## src/rtl/seq_restoring_divider.sv

```systemverilog
// seq_restoring_divider: iterative radix-2 restoring divider, one quotient bit per clock,
// with valid/ready handshakes on the operand and result sides.
module seq_restoring_divider #(
  parameter int WIDTH = 9
) (
  input  logic                 CLK,
  input  logic                 RST,
  input  logic                 IN_VALID,
  output logic                 IN_READY,
  input  logic [2*WIDTH-1:0]   A,
  input  logic [WIDTH-1:0]     B,
  output logic                 OUT_VALID,
  input  logic                 OUT_READY,
  output logic [2*WIDTH-1:0]   Q,
  output logic [WIDTH-1:0]     R,
  output logic                 DIV_BY_ZERO
);
  localparam int CW = $clog2(2*WIDTH+1);
  typedef enum logic [1:0] {IDLE, CALC, DONE} state_t;
  state_t             r_state;
  logic [WIDTH:0]     r_rem;
  logic [2*WIDTH-1:0] r_quo;
  logic [WIDTH-1:0]   r_div;
  logic [CW-1:0]      r_cnt;
  logic               r_in_ready;
  logic               r_out_valid;
  logic [2*WIDTH-1:0] r_q;
  logic [WIDTH-1:0]   r_r;
  logic               r_dbz;
  logic [WIDTH+1:0]   w_sh;
  logic [WIDTH+1:0]   w_trial;
  logic               w_ge;
  logic [WIDTH:0]     w_rem_nx;
  logic [2*WIDTH-1:0] w_quo_nx;
  // One extra bit on the trial keeps the sign of rem - divisor exact.
  always_comb begin
    w_sh     = {r_rem, r_quo[2*WIDTH-1]};
    w_trial  = w_sh - (WIDTH+2)'(r_div);
    w_ge     = !w_trial[WIDTH+1];
    w_rem_nx = w_ge ? w_trial[WIDTH:0] : w_sh[WIDTH:0];
    w_quo_nx = {r_quo[2*WIDTH-2:0], w_ge};
  end
  always_ff @(posedge CLK) begin
    if (RST) begin
      r_state     <= IDLE;
      r_rem       <= '0;
      r_quo       <= '0;
      r_div       <= '0;
      r_cnt       <= '0;
      r_in_ready  <= 1'b1;
      r_out_valid <= 1'b0;
      r_q         <= '0;
      r_r         <= '0;
      r_dbz       <= 1'b0;
    end else begin
      case (r_state)
        IDLE: if (IN_VALID && r_in_ready) begin
          r_in_ready <= 1'b0;
          if (B == '0) begin
            r_state     <= DONE;
            r_out_valid <= 1'b1;
            r_q         <= '1;
            r_r         <= '0;
            r_dbz       <= 1'b1;
          end else begin
            r_state <= CALC;
            r_quo   <= A;
            r_div   <= B;
            r_rem   <= '0;
            r_cnt   <= CW'(2*WIDTH);
          end
        end
        CALC: begin
          r_rem <= w_rem_nx;
          r_quo <= w_quo_nx;
          r_cnt <= r_cnt - CW'(1);
          if (r_cnt == CW'(1)) begin
            r_state     <= DONE;
            r_out_valid <= 1'b1;
            r_q         <= w_quo_nx;
            r_r         <= w_rem_nx[WIDTH-1:0];
            r_dbz       <= 1'b0;
          end
        end
        DONE: if (OUT_READY) begin
          r_state     <= IDLE;
          r_out_valid <= 1'b0;
          r_in_ready  <= 1'b1;
        end
        default: r_state <= IDLE;
      endcase
    end
  end
  assign IN_READY    = r_in_ready;
  assign OUT_VALID   = r_out_valid;
  assign Q           = r_q;
  assign R           = r_r;
  assign DIV_BY_ZERO = r_dbz;
endmodule

```

## config.mk

```make
export PLATFORM = sky130hd
export DESIGN_NAME = seq_restoring_divider
export DESIGN_NICKNAME = d
export VERILOG_FILES = /design/src/rtl/seq_restoring_divider.sv
export SDC_FILE = /design/constraint.sdc
export NUM_CORES = 1
export LEC_CHECK = 0
export ABC_CLOCK_PERIOD_IN_PS = 2200
export BUFFER_PORTS_ARGS = -buffer_cell sky130_fd_sc_hd__buf_4
export CAP_MARGIN = 20
export CORE_ASPECT_RATIO = 1.2
export CORE_MARGIN = 8
export CORE_UTILIZATION = 42
export CTS_BUF_LIST = sky130_fd_sc_hd__clkbuf_2 sky130_fd_sc_hd__clkbuf_4 sky130_fd_sc_hd__clkbuf_8
export DETAILED_ROUTE_END_ITERATION = 7
export GPL_TIMING_DRIVEN = 1
export RECOVER_POWER = 50
export SETUP_SLACK_MARGIN = 0.05
export SYNTH_ARGS = -nofsm -noshare
export SYNTH_HDL_FRONTEND = slang
export SYNTH_SLANG_ARGS = --single-unit
```

## constraint.sdc

```tcl
create_clock -name CLK -period 2.2 [get_ports CLK]
set_clock_uncertainty 0.1 [all_clocks]
set_input_delay 0.66 -clock CLK [delete_from_list [all_inputs] [get_ports CLK]]
set_output_delay 0.66 -clock CLK [all_outputs]
set_load 0.05 [all_outputs]
```

Word-level counts from Yosys, hierarchy flattened. Cells that the tools add are included.

Register bits after elaboration: 74. Output and inout port bits: 30. Logic and storage cells: 67. Input port bits: 31.

Bitwise operators: 1. Add/subtract/negate cells: 2. Reductions and logical operators: 13. Mux-type cells: 33. Eq/ne operators: 8.

Operators by type and width (number): 2-to-1 mux 18 bit (5); one-hot mux 18 bit (2 select lines) (2); 2-to-1 mux 10 bit (3); 2-to-1 mux 9 bit (3); one-hot mux 10 bit (2 select lines) (1); one-hot mux 9 bit (2 select lines) (1); AND reduction 3 bit (4); subtractor 11 x 9 -> 11 bit (1); 2-to-1 mux 5 bit (2); != test 2 bit, second input constant (5); one-hot mux 5 bit (2 select lines) (1); zero test 9 bit (1); 2-to-1 mux 2 bit (4); 2-to-1 mux 1 bit (7); one-hot mux 2 bit (3 select lines) (1); == test 5 x 1 -> 1 bit, second input constant (1); AND reduction 5 bit (1); subtractor 5 x 1 -> 5 bit, second input constant (1); one-hot mux 1 bit (2 select lines) (2); AND reduction 4 bit (1); nonzero test 2 bit (2); one-hot mux 1 bit (3 select lines) (1); nonzero test 3 bit (1); == test 2 x 1 -> 1 bit, second input constant (1); 5 further kinds (5).

Longest topological paths before layout. Gate-level depths: netlist of the first run.

Depth after elaboration: 4. Gate-level depth with buffers: 11.

Least setup slack after synthesis of the first run. OpenSTA, ideal clock, no wires.

Path kind: flip-flop to flip-flop. Start: reg r_quo[17]. End: reg r_rem[9]. Arrival time: 2.127 ns. Library setup time: 0.120 ns. Cell stages (with the launch flop): 12. Required time: 1.980 ns. Setup slack: -0.147 ns. Cells stage by stage: dfxtp_1 > inv_1 > ha_1 > inv_1 > fa_1 > a21oi_1 > nand4b_1 > nand4bb_1 > and3_1 > buf_6 > o211a_1 > a211o_1.

Word-level cells in the longest chain between the ends: 3.

RTL lines: start: declaration (RTL line 22) `logic [2*WIDTH-1:0] r_quo;`; start signal: assignment (RTL line 75) `r_quo <= w_quo_nx;`; subtractor 11 x 9 -> 11 bit (RTL line 38) `w_trial = w_sh - (WIDTH+2)'(r_div);`; 2-to-1 mux 10 bit (RTL line 40) `w_rem_nx = w_ge ? w_trial[WIDTH:0] : w_sh[WIDTH:0];`; one-hot mux 10 bit (2 select lines) (RTL line 56) `case (r_state)`; end signal: assignment (RTL line 74) `r_rem <= w_rem_nx;`; end: declaration (RTL line 21) `logic [WIDTH:0] r_rem;`.

Every way passes these cells. A chain may end at the register's enable or synchronous reset.

Final worst setup path of the first run.
Start: reg r_quo[17]. End: reg r_r[1], in the netlist R[1].

Word-level cells in the longest chain between the ends: 4.

RTL lines: subtractor 11 x 9 -> 11 bit (RTL line 38); 2-to-1 mux 10 bit (RTL line 40); 2-to-1 mux 9 bit (RTL line 77) `if (r_cnt == CW'(1)) begin`; one-hot mux 9 bit (2 select lines) (RTL line 56); end signal: assignment (RTL line 81) `r_r <= w_rem_nx[WIDTH-1:0];`; end: declaration (RTL line 28) `logic [WIDTH-1:0] r_r;`.

Every way passes these cells. The select of a mux whose other input is x is not followed.

==> run summary, run 1 <==
The flow ran to the end, but the final reports show violations. The checks that failed: setup timing. The kind of end point of the critical path is a flop. The global router's overall resource usage was 0.166. In this run the worst path has a maximum fanout of 6. For the maximum count of clock buffers along a single path, the log shows 2.

The critical path runs through a total of 11 cells. 61 I/O pins were placed. Entering global routing, the biggest net connects 34 pins. The number of nets in the synthesized netlist is 465.

The number of routed nets with antenna violations came out at 0. The fraction of layout instances using a drive strength above 1 was 0.262. The worst path in the final design needs a cycle of 2.35 ns, including I/O delays and setup. The clock slew at the register clock pins of the worst setup and hold paths is 0.08 ns. In the synthesized netlist the dominant register cell turns out to be dfxtp_1. Count of buffer and inverter cells on the critical path: 3.

After detailed placement, the total cell area comes to 0.00464 sq mm. The critical path goes through inv_2 > ha_4 > inv_2 > fa_2 > a21oi_2 > nand4b_1 > nand4bb_1 > nand3_4 > buf_12 > mux2i_4 > o21ai_0. The launch point of the worst reg-to-reg path is r_quo[17]$_SDFFE_PP0P_.

IR analysis of the VDD net gives a maximum drop of 0.713 mV. The worst relative slew slack came out at 0.593. For the pin with the worst max-slew slack, the measured transition is 0.614 ns. The leakage power was 1.94 nW; the worst-case reg-to-reg path depth was 11.

The number of hold violations in the final report is 0. The worst register-to-register path ends at R[1]$_SDFFE_PP0P_. The synthesized design contains 0 enable-type register cells. Compared with the post-synthesis result, the final layout area differs by 35.2%. On the worst path, the slowest cell contributes a delay of 0.34 ns. The run gives 0 as the synthesis warning total.

In this run, the number of DRC markers left after iteration 0 of detailed routing was 80. After detailed routing, the total wire length is 9.57 mm. At the placement stage, the worst setup path has a slack of -0.244 ns. Measured along the x axis, the die boundary spans 101 microns. In this run the standard cell core region covers 0.00847 sq mm. The library cell contributing the largest single delay on the critical path is fa_2. The critical path ends at R[1]$_SDFFE_PP0P_. The initial standard-cell utilization of the core was 0.427; the share of flip-flops with an asynchronous set or reset was 0. Number of stages on the worst hold path: 2. Data on the critical path is required at its endpoint by 2.33 ns. Clock latency on the worst-skew pair, taken at its later pin, is 0.34 ns.

The share of the synthesized area in the top cell type came out at 0.410. 0 antenna diodes ended up in the layout. The number of vias in the routed layout is 3,421. The post-route standard cell area excluding fillers was 0.00489 sq mm; the part of the cycle the worst path needs was 1.07.

For the number of nets in the final layout, the log shows 583. The filler cell count in the final layout came out at 813. The critical path starts at r_quo[17]$_SDFFE_PP0P_. In this run the mean area of a mapped cell was 8.63 sq um. Buffers inserted during clock tree synthesis total 9.

The number of non-filler instances in the completed layout is 659, and the number of synthesized register bits is 74. The run gives 3,461 as the number of global-route vias before repair. The data arrival time of the critical path was 2.47 ns; the power per standard cell area was 1390 mW/mm^2. The first detailed-routing pass took 4 iterations. The logs give 19 for the number of endpoints failing setup at the final stage and -0.146 ns for the setup slack of the critical path after layout. From bottom edge to top edge, the die measures 118 microns. The run gives 0 as the total count of max-transition violations in the final report.

By area the synthesized netlist is led by dfxtp_1 (41%), mux2i_1 (6.9%), a21oi_1 (5.4%), nor2_1 (5.2%), ha_1 (4.8%). The count of buffers from port buffering came out at 60. Cell count after synthesis: 419.

The flop-to-flop setup slack is -0.15 ns. Number of core rows: 37. After legalization and detailed placement, the total HPWL measured 7.10 mm.

Dividing the detail-routed via count by the number of cells gives 5.19. The area enclosed by the die boundary is 0.0118 sq mm, and the maximum clock rate is 0.426 GHz. The initial antenna violation count came out at 0.

The most numerous cell type found on the critical path is inv_2. TritonCTS built the clock tree. The tools report the post-synthesis instance area as 0.00362 sq mm. The number of cells in the design after placement came out at 638.

In this run the number of H-tree levels came out at 3. Summed over all instances, the cell type with the most area after synthesis is dfxtp_1. Among cell families on the critical path, the largest total delay comes from simple AND/OR/NAND/NOR gates. The first global-routing pass estimated 16.0 mm of wire. STA classifies the critical path startpoint as a flop. The number of remaining DRC errors is 0, and the detailed-route wire length per cell is 14.5 microns.

Setup repair after global routing could not meet its margin everywhere. The cell at the root of the clock tree is clkbuf_8. For this run the aggregate overflow at the end of global routing stands at 0. The tool flagged a number of max-cap violations equal to 0. The unique cell type count in the Yosys netlist came out at 55. The critical path in this run is classified as flop to flop. Routability-driven placement finished with a final weighted congestion of 0.874. CTS saw 74 sinks. The min-delay analysis places its worst path in the category flop to flop. Register area share after synthesis: 0.410.
==> cell type report <==
| class | count | area (sq um) | share of cell area |
|---|---|---|---|
| Tap cell | 117 | 146 | 0.0299 |
| Timing Repair Buffer | 131 | 905 | 0.185 |
| Sequential cell | 74 | 1480 | 0.303 |
| Clock inverter | 5 | 63.8 | 0.0131 |
| Inverter | 21 | 78.8 | 0.0161 |
| Multi-Input combinational cell | 300 | 2070 | 0.424 |
| Clock buffer | 11 | 139 | 0.0284 |
==> stage by stage <==
| stage | hold slack, ns | utilization | TNS [ns] | power, mW |
|---|---|---|---|---|
| floorplan | 0.349 | - | -0.175 | 4.14 |
| global placement | 0.346 | 0.548 | -5.00 | 5.26 |
| detailed placement | 0.344 | 0.548 | -6.47 | 5.31 |
| CTS | 0.357 | 0.583 | -1.98 | 6.74 |
| global route | 0.382 | 0.577 | -4.98 | 7.31 |
| finish | 0.350 | 0.577 | -2.04 | 6.82 |
==> synth_stat cells (all sizes together), types with 2 or more instances <==
cell type	instances
a211oi	21
and3	2
clkbuf	13
mux2i	25
nand2	25
nand4b	3
a21o	2
inv	21
nand4	3
nand3	7
o21ai	34
xor2	2
a22o	3
nor3b	2
nor2	51
a311oi	4
a211o	3
a21oi	39
ha	14
nor2b	2
nand2b	18
o21bai	2
xnor2	4
o21a	2
dfxtp	74
nor3	5
buf	11
and2	4
nor4	3
==> logic make-up after synthesis <==
| logic type | Yosys count | share of synthesized area |
|---|---|---|
| flip-flops | 74 | 0.410 |
| buffers and inverters | 45 | 0.0519 |
| adder cells (fa/ha/maj) | 15 | 0.0540 |
| AO/OA/AOI/OAI | 124 | 0.221 |
| AND/OR/NAND/NOR | 130 | 0.180 |
| multiplexers | 25 | 0.0692 |
| XOR/XNOR | 6 | 0.0145 |
==> placed cells by master, fill, tap and decap left out, types with 3 or more instances in the layout <==
master,count
a211o_1,3
a211oi_1,19
a21oi_1,37
a22o_1,3
a311oi_1,3
and2_1,4
buf_4,92
buf_6,4
clkbuf_1,31
clkbuf_4,3
clkbuf_8,9
dfxtp_1,72
ha_1,13
inv_1,19
mux2i_1,20
mux2i_4,3
nand2_1,25
nand2b_1,18
nand3_1,6
nand4_1,3
nand4b_1,3
nor2_1,50
nor3_1,4
o21ai_0,25
o21ai_1,9
xnor2_1,4
==> worst min-delay path by stage <==
stage / end / startpoint
after floorplan: r_state[0]$_SDFFE_PP0P_ / r_state[0]$_SDFFE_PP0P_
after CTS: R[5]$_SDFFE_PP0P_ / R[5]$_SDFFE_PP0P_
after global placement: R[6]$_SDFFE_PP0P_ / R[6]$_SDFFE_PP0P_
after detailed placement: R[6]$_SDFFE_PP0P_ / R[6]$_SDFFE_PP0P_
final: R[5]$_SDFFE_PP0P_ / R[5]$_SDFFE_PP0P_
after global routing: R[6]$_SDFFE_PP0P_ / R[6]$_SDFFE_PP0P_
==> state kept, by name (all words and copies together) (netlist names) <==
signal       count
DIV_BY_ZERO      1
IN_READY         1
OUT_VALID        1
Q               18
R                9
r_cnt            5
r_div            9
r_quo           18
r_rem           10
r_state          2
==> repair_timing <==
item | CTS | global route
hold buffers | 0 | 0
setup endpoints to repair | 21 | 35
pin swaps | 10 | 6
gates resized for setup | 16 | 17
setup buffers | 4 | 1
==> report_power, final <==
group / switching (mW) / internal [mW] / total [mW] / leakage [nW]
registers: 0.217 / 1.65 / 1.87 / 0.604
logic: 2.10 / 1.77 / 3.88 / 1.24
clock network: 0.518 / 0.558 / 1.08 / 0.101
==> worst reg2reg max path, cell delays in order (launching register included) <==
cell and delay (ns):
dfxtp_2 0.33, inv_2 0.07, ha_4 0.13, inv_2 0.04
fa_2 0.34, a21oi_2 0.14, nand4b_1 0.18, nand4bb_1 0.23
nand3_4 0.23, buf_12 0.14, mux2i_4 0.21, o21ai_0 0.09
==> metal layers <==
| metal | vias to the layer above | routed length [microns] | track usage |
|---|---|---|---|
| met1 | 1583 | 3870 | 0.180 |
| met2 | 80 | 4970 | 0.287 |
| met4 | 0 | 401 | 0.0948 |
| met5 | - | 0 | 0 |
| met3 | 31 | 334 | 0.0385 |
| li1 | 1727 | - | - |
(Power assumes the default switching activity.)
==> inputs of run 2 (changes only) <==
==> constraint.sdc (replaced) <==
create_clock -name CLK -period 2.2 [get_ports CLK]
set_clock_uncertainty 0.1 [all_clocks]
set_input_delay 0.22 -clock CLK [delete_from_list [all_inputs] [get_ports CLK]]
set_output_delay 0.22 -clock CLK [all_outputs]
set_load 0.05 [all_outputs]
==> run 2 against run 1 <==
Effect of this change: the run still ends with setup timing left; sequential share of layout area grew 0.093 points; worst setup slack got worse by 0.043 ns; via count decreased by 3.8%; sequential power hardly changed; power grew 5.6%; utilization fell by 0.18 points; sequential cell count unchanged; final cell count down 3.2%; clock power up 22%; clock-buffer cell count up 1; combinational power rose by 3%; critical endpoint is now r_rem[9]$_SDFFE_PP0P_; highest routed layer unchanged.
==> run summary, run 2 (synthesis gave the netlist of run 1 again) <==
The logs give 61 for the number of top-level pins and 0 for the initial antenna violation count. The setup path with the least slack is of type flop to flop. For the finished layout, the period the worst path requires is 2.39 ns. In the routed layout, each cell is associated on average with a via count of 5.16. The initial standard-cell utilization of the core is 0.427, and the maximum clock rate is 0.419 GHz. Area used by multi-input combinational logic: 0.00216 sq mm. For the number of clock buffers inserted by TritonCTS, the log shows 9. The total count of max-transition violations in the final report came out at 0. The number of nets in the final layout was 562; the relative area change from synthesis to final layout was 34.8%. OpenSTA, run right after detailed placement, puts the worst setup slack at -0.233 ns. Data arrives at the worst endpoint at 2.53 ns. The logs give 0.260 for the part of the total power dissipated in sequential elements and 0 for the number of hold violations in the final report.

For this design, the sink count on the clock tree is 74. TritonCTS built the clock tree. The worst setup path is launched from a flop. The tools report the clock share of power as 0.183.

The run gives 0 as the remaining global-route overflow. The floorplan step set the die width to 101 microns. The checks that failed: setup timing.

The layout has 818 filler cells. Worst-case vdd ir drop: 0.678 mV. The library cell contributing the largest single delay on the critical path is a211o_1. The run gives 7.03 mm as the sum of net half-perimeters after detailed placement.

The core region is 0.00847 sq mm. The count of buffers from port buffering came out at 60. Number of inserted diodes: 0. Walking the worst path, the cells encountered are inv_2 > ha_4 > inv_2 > fa_2 > a21oi_2 > nand4b_1 > a211o_1 > and3_4 > o211a_1 > a211o_1. The internal power of the cells totals 4.28 mW. The clock reaches the later pin of the worst-skew pair after 0.35 ns. For this design the static power due to leakage is 1.88 nW. For the power consumption, the log shows 7.20 mW.

Cell at the root of the clock tree: clkbuf_8. Setup repair after global routing could not meet its margin everywhere. The reported net switching power is 2.92 mW. The transition time of the tightest slew-check pin is 0.609 ns, and the detailed-router iteration count before antenna repair is 4.

The tools report the number of remaining DRC errors as 0. The flow ran to the end, but the final reports show violations. The critical path contains buffers and inverters numbering 2 combined. The area enclosed by the die boundary is 0.0118 sq mm. The core occupancy in the finished layout was 0.575; the setup slack of the critical path after layout was -0.189 ns. The power per standard cell area was 1480 mW/mm^2; the global router's overall resource usage was 0.166. The run gives 19 as the number of endpoints failing setup at the final stage. The detailed-route wire length per cell was 15.2 microns; the post-route standard cell area excluding fillers was 0.00487 sq mm. The most common library cell in the layout ignoring fill and taps is dfxtp_1. The worst relative slew slack came out at 0.596. Grouping stages by cell kind, the critical path spends the most delay in compound AO/OA/AOI/OAI gates. The part of the power in combinational logic came out at 0.557. Detailed routing inserted a total of 3,291 vias. The largest stage delay on the critical path was 0.43 ns; the H-tree level count was 3.

Part of the cycle the worst path needs: 1.09. The required time of the critical path came out at 2.34 ns. In this run the worst path has a maximum fanout of 6. STA classifies the critical path endpoint as a flop. Max-cap violations in this run came to 0. From bottom edge to top edge, the die measures 118 microns. The tools report the final wirelength as 9.71 mm. Footprint of the flip-flops and latches: 0.00148 sq mm. The clock passes through at most 2 buffers. In this run the worst hold path is classified as primary input to flop.

The floorplan has 37 rows. The fraction of layout instances using a drive strength above 1 is 0.240. For the routability congestion estimate, the log shows 0.832. The first-pass GRT wire length is 15.9 mm, and the fraction of power spent switching nets is 0.406.

The first routing iteration left 98 violations. In the layout the commonest cells are dfxtp_1 (72), buf_4 (69), nor2_1 (50). The tools report the number of global-route vias before repair as 3,389. The number of routed nets with antenna violations was 0. After routing, the total negative slack on setup checks comes to -2.62 ns. Placed standard-cell area: 0.00448 sq mm. Entering global routing, the biggest net connects 38 pins. Clock-pin slew was measured on the worst setup and hold paths at 0.08 ns.
## run 2: layout make-up
type / instances / area share
clock buffers: 12 / 0.0313
clock inverters: 4 / 0.0203
inverters: 21 / 0.0162
multi-input cells: 300 / 0.443
flip-flops and latches: 74 / 0.304
well taps: 117 / 0.0300
repair buffers: 110 / 0.155
## run 2: layer usage
metal,vias to the layer above,wire (microns),global-route usage
met5,-,0,0
met4,0,227,0.0777
met3,16,345,0.0438
met2,54,5170,0.300
met1,1540,3970,0.171
li1,1681,-,-
## run 2: metrics by stage
step                std cells  hold WS [ns]
CTS                       636       0.00144
global placement          615         0.336
finish                    638        0.0128
detailed placement        615         0.349
global route              638       0.00962
floorplan                 419         0.259
## run 2: tightest hold or removal path, stage by stage
cell	delay (ns)
buf_4	0.08
a21oi_1	0.05
nor2_1	0.07
## run 2: path summary, 6_finish.rpt
check / cells after the start / slack (ns) / end / startpoint
hold / removal: 3 / 0.01 / r_div[7]$_SDFFE_PP0P_ / B[7]
setup / recovery: 10 / -0.19 / r_rem[9]$_SDFFE_PP0P_ / r_quo[17]$_SDFFE_PP0P_
hold reg to reg: 2 / 0.35 / R[1]$_SDFFE_PP0P_ / R[1]$_SDFFE_PP0P_
setup reg to reg: 10 / -0.19 / r_rem[9]$_SDFFE_PP0P_ / r_quo[17]$_SDFFE_PP0P_
## run 2: power groups by stage
stage,Combinational (mW),Sequential [mW],Clock (mW)
final,4.01,1.87,1.32
after global routing,4.32,1.92,1.41
after CTS,3.99,1.87,1.35
after detailed placement,3.38,1.90,0
after global placement,3.34,1.89,0
after floorplan,2.03,2.11,0
## run 2: what timing repair did
item                                   in CTS  in global routing
buffers inserted                            3                  2
hold buffers                                2                  0
pin swaps                                  16                  8
endpoints found under the hold margin       2                  0
resized for setup                          38                 10
setup endpoints to repair                  21                 37
==> inputs of run 3 (changes only) <==
--- a/config.mk
+++ b/config.mk
@@ -5,7 +5,7 @@
 export SDC_FILE = /design/constraint.sdc
 export NUM_CORES = 1
 export LEC_CHECK = 0
-export ABC_CLOCK_PERIOD_IN_PS = 2200
+export ABC_CLOCK_PERIOD_IN_PS = 2000
 export BUFFER_PORTS_ARGS = -buffer_cell sky130_fd_sc_hd__buf_4
 export CAP_MARGIN = 20
 export CORE_ASPECT_RATIO = 1.2
==> constraint.sdc (replaced) <==
create_clock -name CLK -period 2 [get_ports CLK]
set_clock_uncertainty 0.1 [all_clocks]
set_input_delay 0.2 -clock CLK [delete_from_list [all_inputs] [get_ports CLK]]
set_output_delay 0.2 -clock CLK [all_outputs]
set_load 0.05 [all_outputs]
==> run 3 against run 2 <==
Effect of this change: fmax down 1.3%; via count up 1.4%; utilization up 0.89 points; largest power group unchanged; global-route usage about the same; clock-buffer cell count up 1; power up 5.3%; final cell count up 3.6%; the run still ends with setup timing left; sequential cell count unchanged; cell area up 1.5%; sequential power up 10%; critical path depth unchanged; combinational power up 11%.
==> run summary, run 3 (synthesis gave the netlist of run 1 again) <==
For this design the static power due to leakage is 1.95 nW. Leaving out fill and tap cells, the most frequent cell in the layout is buf_4. The library cells used most frequently in the layout, excluding fill and tap cells, are buf_4 (85), dfxtp_1 (71), nor2_1 (50).

Once detailed placement completed, the half-perimeter wirelength came to 7.05 mm. Power spread over the standard cell area amounts to 1530 mW/mm^2. The CTS sink count is 74. The remaining global-route overflow is 0. The part of the total power dissipated in sequential elements is 0.272.

After routing the design area is 0.00495 sq mm. The required time of the critical path was 2.14 ns; the clock latency at the later pin of the worst-skew pair was 0.35 ns. The first detailed-routing pass took 4 iterations. The final layout contains routed wiring with a total length of 9.73 mm. Counting the fill cells in the layout gives 816.

In this run the cell area measured after placement is 0.00461 sq mm. For the setup slack of the critical path after layout, the log shows -0.420 ns. The layer flagged by global routing as most heavily used is met2.

The run gives 0 as the number of hold violations in the final report. Hold is met by 0.0336 ns. The global router's overall resource usage is 0.166, and the met2 layer usage reported by global route is 0.302. Of all nets on the critical path, the largest fanout is 6. The max-capacitance violation count is 0. The fraction of layout instances using a drive strength above 1 is 0.256, and the initial antenna violation count is 0. The checks that failed: setup timing.

Type of origin of the critical path: a flop. The region available for standard cell placement spans 0.00847 sq mm. Row generation in the floorplan step produced 37 rows.

Prior to clock tree synthesis, the placed netlist has a worst setup slack of -0.367 ns. For the H-tree level count, the log shows 3. Fraction of met3 tracks used by global routing: 0.0450.

The maximum clock rate is 0.413 GHz. The tree is rooted in a clkbuf_8. For the part of the power in combinational logic, the log shows 0.586. Buffers placed on the I/O ports in this run total 60.

The clock share of power was 0.143; the number of nets in the final layout was 586. Summing over every cut layer, the via total after detailed routing is 3,337. VDD sags by at most 0.744 mV.

The number of top-level pins came out at 61. The worst setup path is of the flop to flop kind. The run finished, with violations left. Entering global routing, the biggest net connects 32 pins. Part of the cycle the worst path needs: 1.21. The floorplan die width is 101 microns.

In this run the remaining antenna-violating nets after routing total 0. The number of inserted diodes is 0. The transition time of the tightest slew-check pin is 0.609 ns, and the relative area change from synthesis to final layout is 36.9%. The tools report the reported net switching power as 3.15 mW.

The initial standard-cell utilization of the core is 0.427. The first global-routing pass estimated 15.8 mm of wire. The area enclosed by the die boundary was 0.0118 sq mm. The floorplan step set the die height to 118 microns. Setup violations remaining at the end of the flow were counted as 21. The data arrival time of the critical path was 2.56 ns; the routability congestion estimate was 0.801. The number of remaining DRC errors was 0.

Setup repair after global routing could not meet its margin everywhere. Registers take 0.00149 sq mm. TritonCTS built the clock tree.

The fraction of power spent switching nets is 0.415, and the number of global-route vias before repair is 3,410. After detailed routing, the average wire length per cell comes to 14.7 microns. Worst relative slew slack: 0.596. The number of clock buffers added by TritonCTS is 9. The total count of max-transition violations in the final report came out at 0. In this run the worst hold path is classified as primary input to flop.

Using the TritonRoute via totals, the vias-per-cell ratio works out to 5.05. In this run the deepest clock path goes through 2 buffers. Clock slew at the register clock pins of the worst setup and hold paths: 0.08 ns. After layout, the minimum clock period comes to 2.42 ns.

The worst setup path is captured at a flop. The area used by multi-input combinational logic is 0.00212 sq mm. For the global-route met1 utilization, the log shows 0.173. The total internal power was 4.44 mW; the starting DRC count in detailed routing was 166.
==> run 3: cell count changes in the layout (fill, tap and decap cells not counted), sizes merged <==
cell	delta
dlygate4sd3	+6
bufinv	-3
buf	+17
clkbuf	+2
clkinvlp	+1
==> run 3: worst max-delay path, stage by stage, from the launching register on <==
cell,delay [ns]
dfxtp_2,0.33
inv_2,0.07
ha_4,0.13
inv_2,0.04
fa_2,0.36
a21oi_2,0.15
nand4b_1,0.18
nand4bb_1,0.24
and3_4,0.29
o211a_1,0.20
a211o_1,0.21
==> run 3: final timing paths <==
kind	start	to	slack [ns]	cells after the start
max	r_quo[17]$_SDFFE_PP0P_	r_rem[9]$_SDFFE_PP0P_	-0.42	10
min	OUT_READY	IN_READY$_SDFFE_PP1P_	0.03	3
max reg2reg	r_quo[17]$_SDFFE_PP0P_	r_rem[9]$_SDFFE_PP0P_	-0.42	10
min reg2reg	R[5]$_SDFFE_PP0P_	R[5]$_SDFFE_PP0P_	0.35	2
==> run 3: routing by layer <==
layer,part of all wire,vias to the layer above,wire length (microns)
li1,-,1723,-
met1,0.41,1560,4000
met2,0.54,45,5290
met3,0.030,9,287
met4,0.015,0,148
met5,0,-,0
==> run 3: metrics by stage <==
stage / utilization / TNS, ns / instances / total power [mW]
after floorplan: - / -2.42 / 419 / 4.57
after global placement: 0.544 / -4.61 / 634 / 5.82
after detailed placement: 0.544 / -6.33 / 634 / 5.89
after CTS: 0.585 / -6.04 / 660 / 7.35
after global routing: 0.584 / -10.00 / 661 / 8.12
final: 0.584 / -7.37 / 661 / 7.58
==> run 3: area by class of cell <==
cell class / instances / share of cell area
Clock buffer: 13 / 0.0336
Clock inverter: 2 / 0.00253
Inverter: 21 / 0.0159
Multi-Input combinational cell: 300 / 0.428
Sequential cell: 74 / 0.300
Tap cell: 117 / 0.0296
Timing Repair Buffer: 134 / 0.190
==> run 3: what timing repair did <==
| action | 4_1_cts | 5_1_grt |
|---|---|---|
| cloned | 0 | 0 |
| hold endpoints to repair | 8 | 0 |
| hold buffers | 8 | 0 |
| setup buffers | 3 | 2 |
| pin swaps | 12 | 10 |
| gates resized for setup | 22 | 24 |
| setup endpoints to repair | 26 | 61 |
==> run 3: power groups by stage <==
stage	sequential (mW)	combinational [mW]	clock, mW
after floorplan	2.33	2.25	0
after global placement	2.08	3.74	0
after detailed placement	2.09	3.80	0
after CTS	2.06	4.18	1.11
after global routing	2.11	4.84	1.18
final	2.06	4.44	1.08
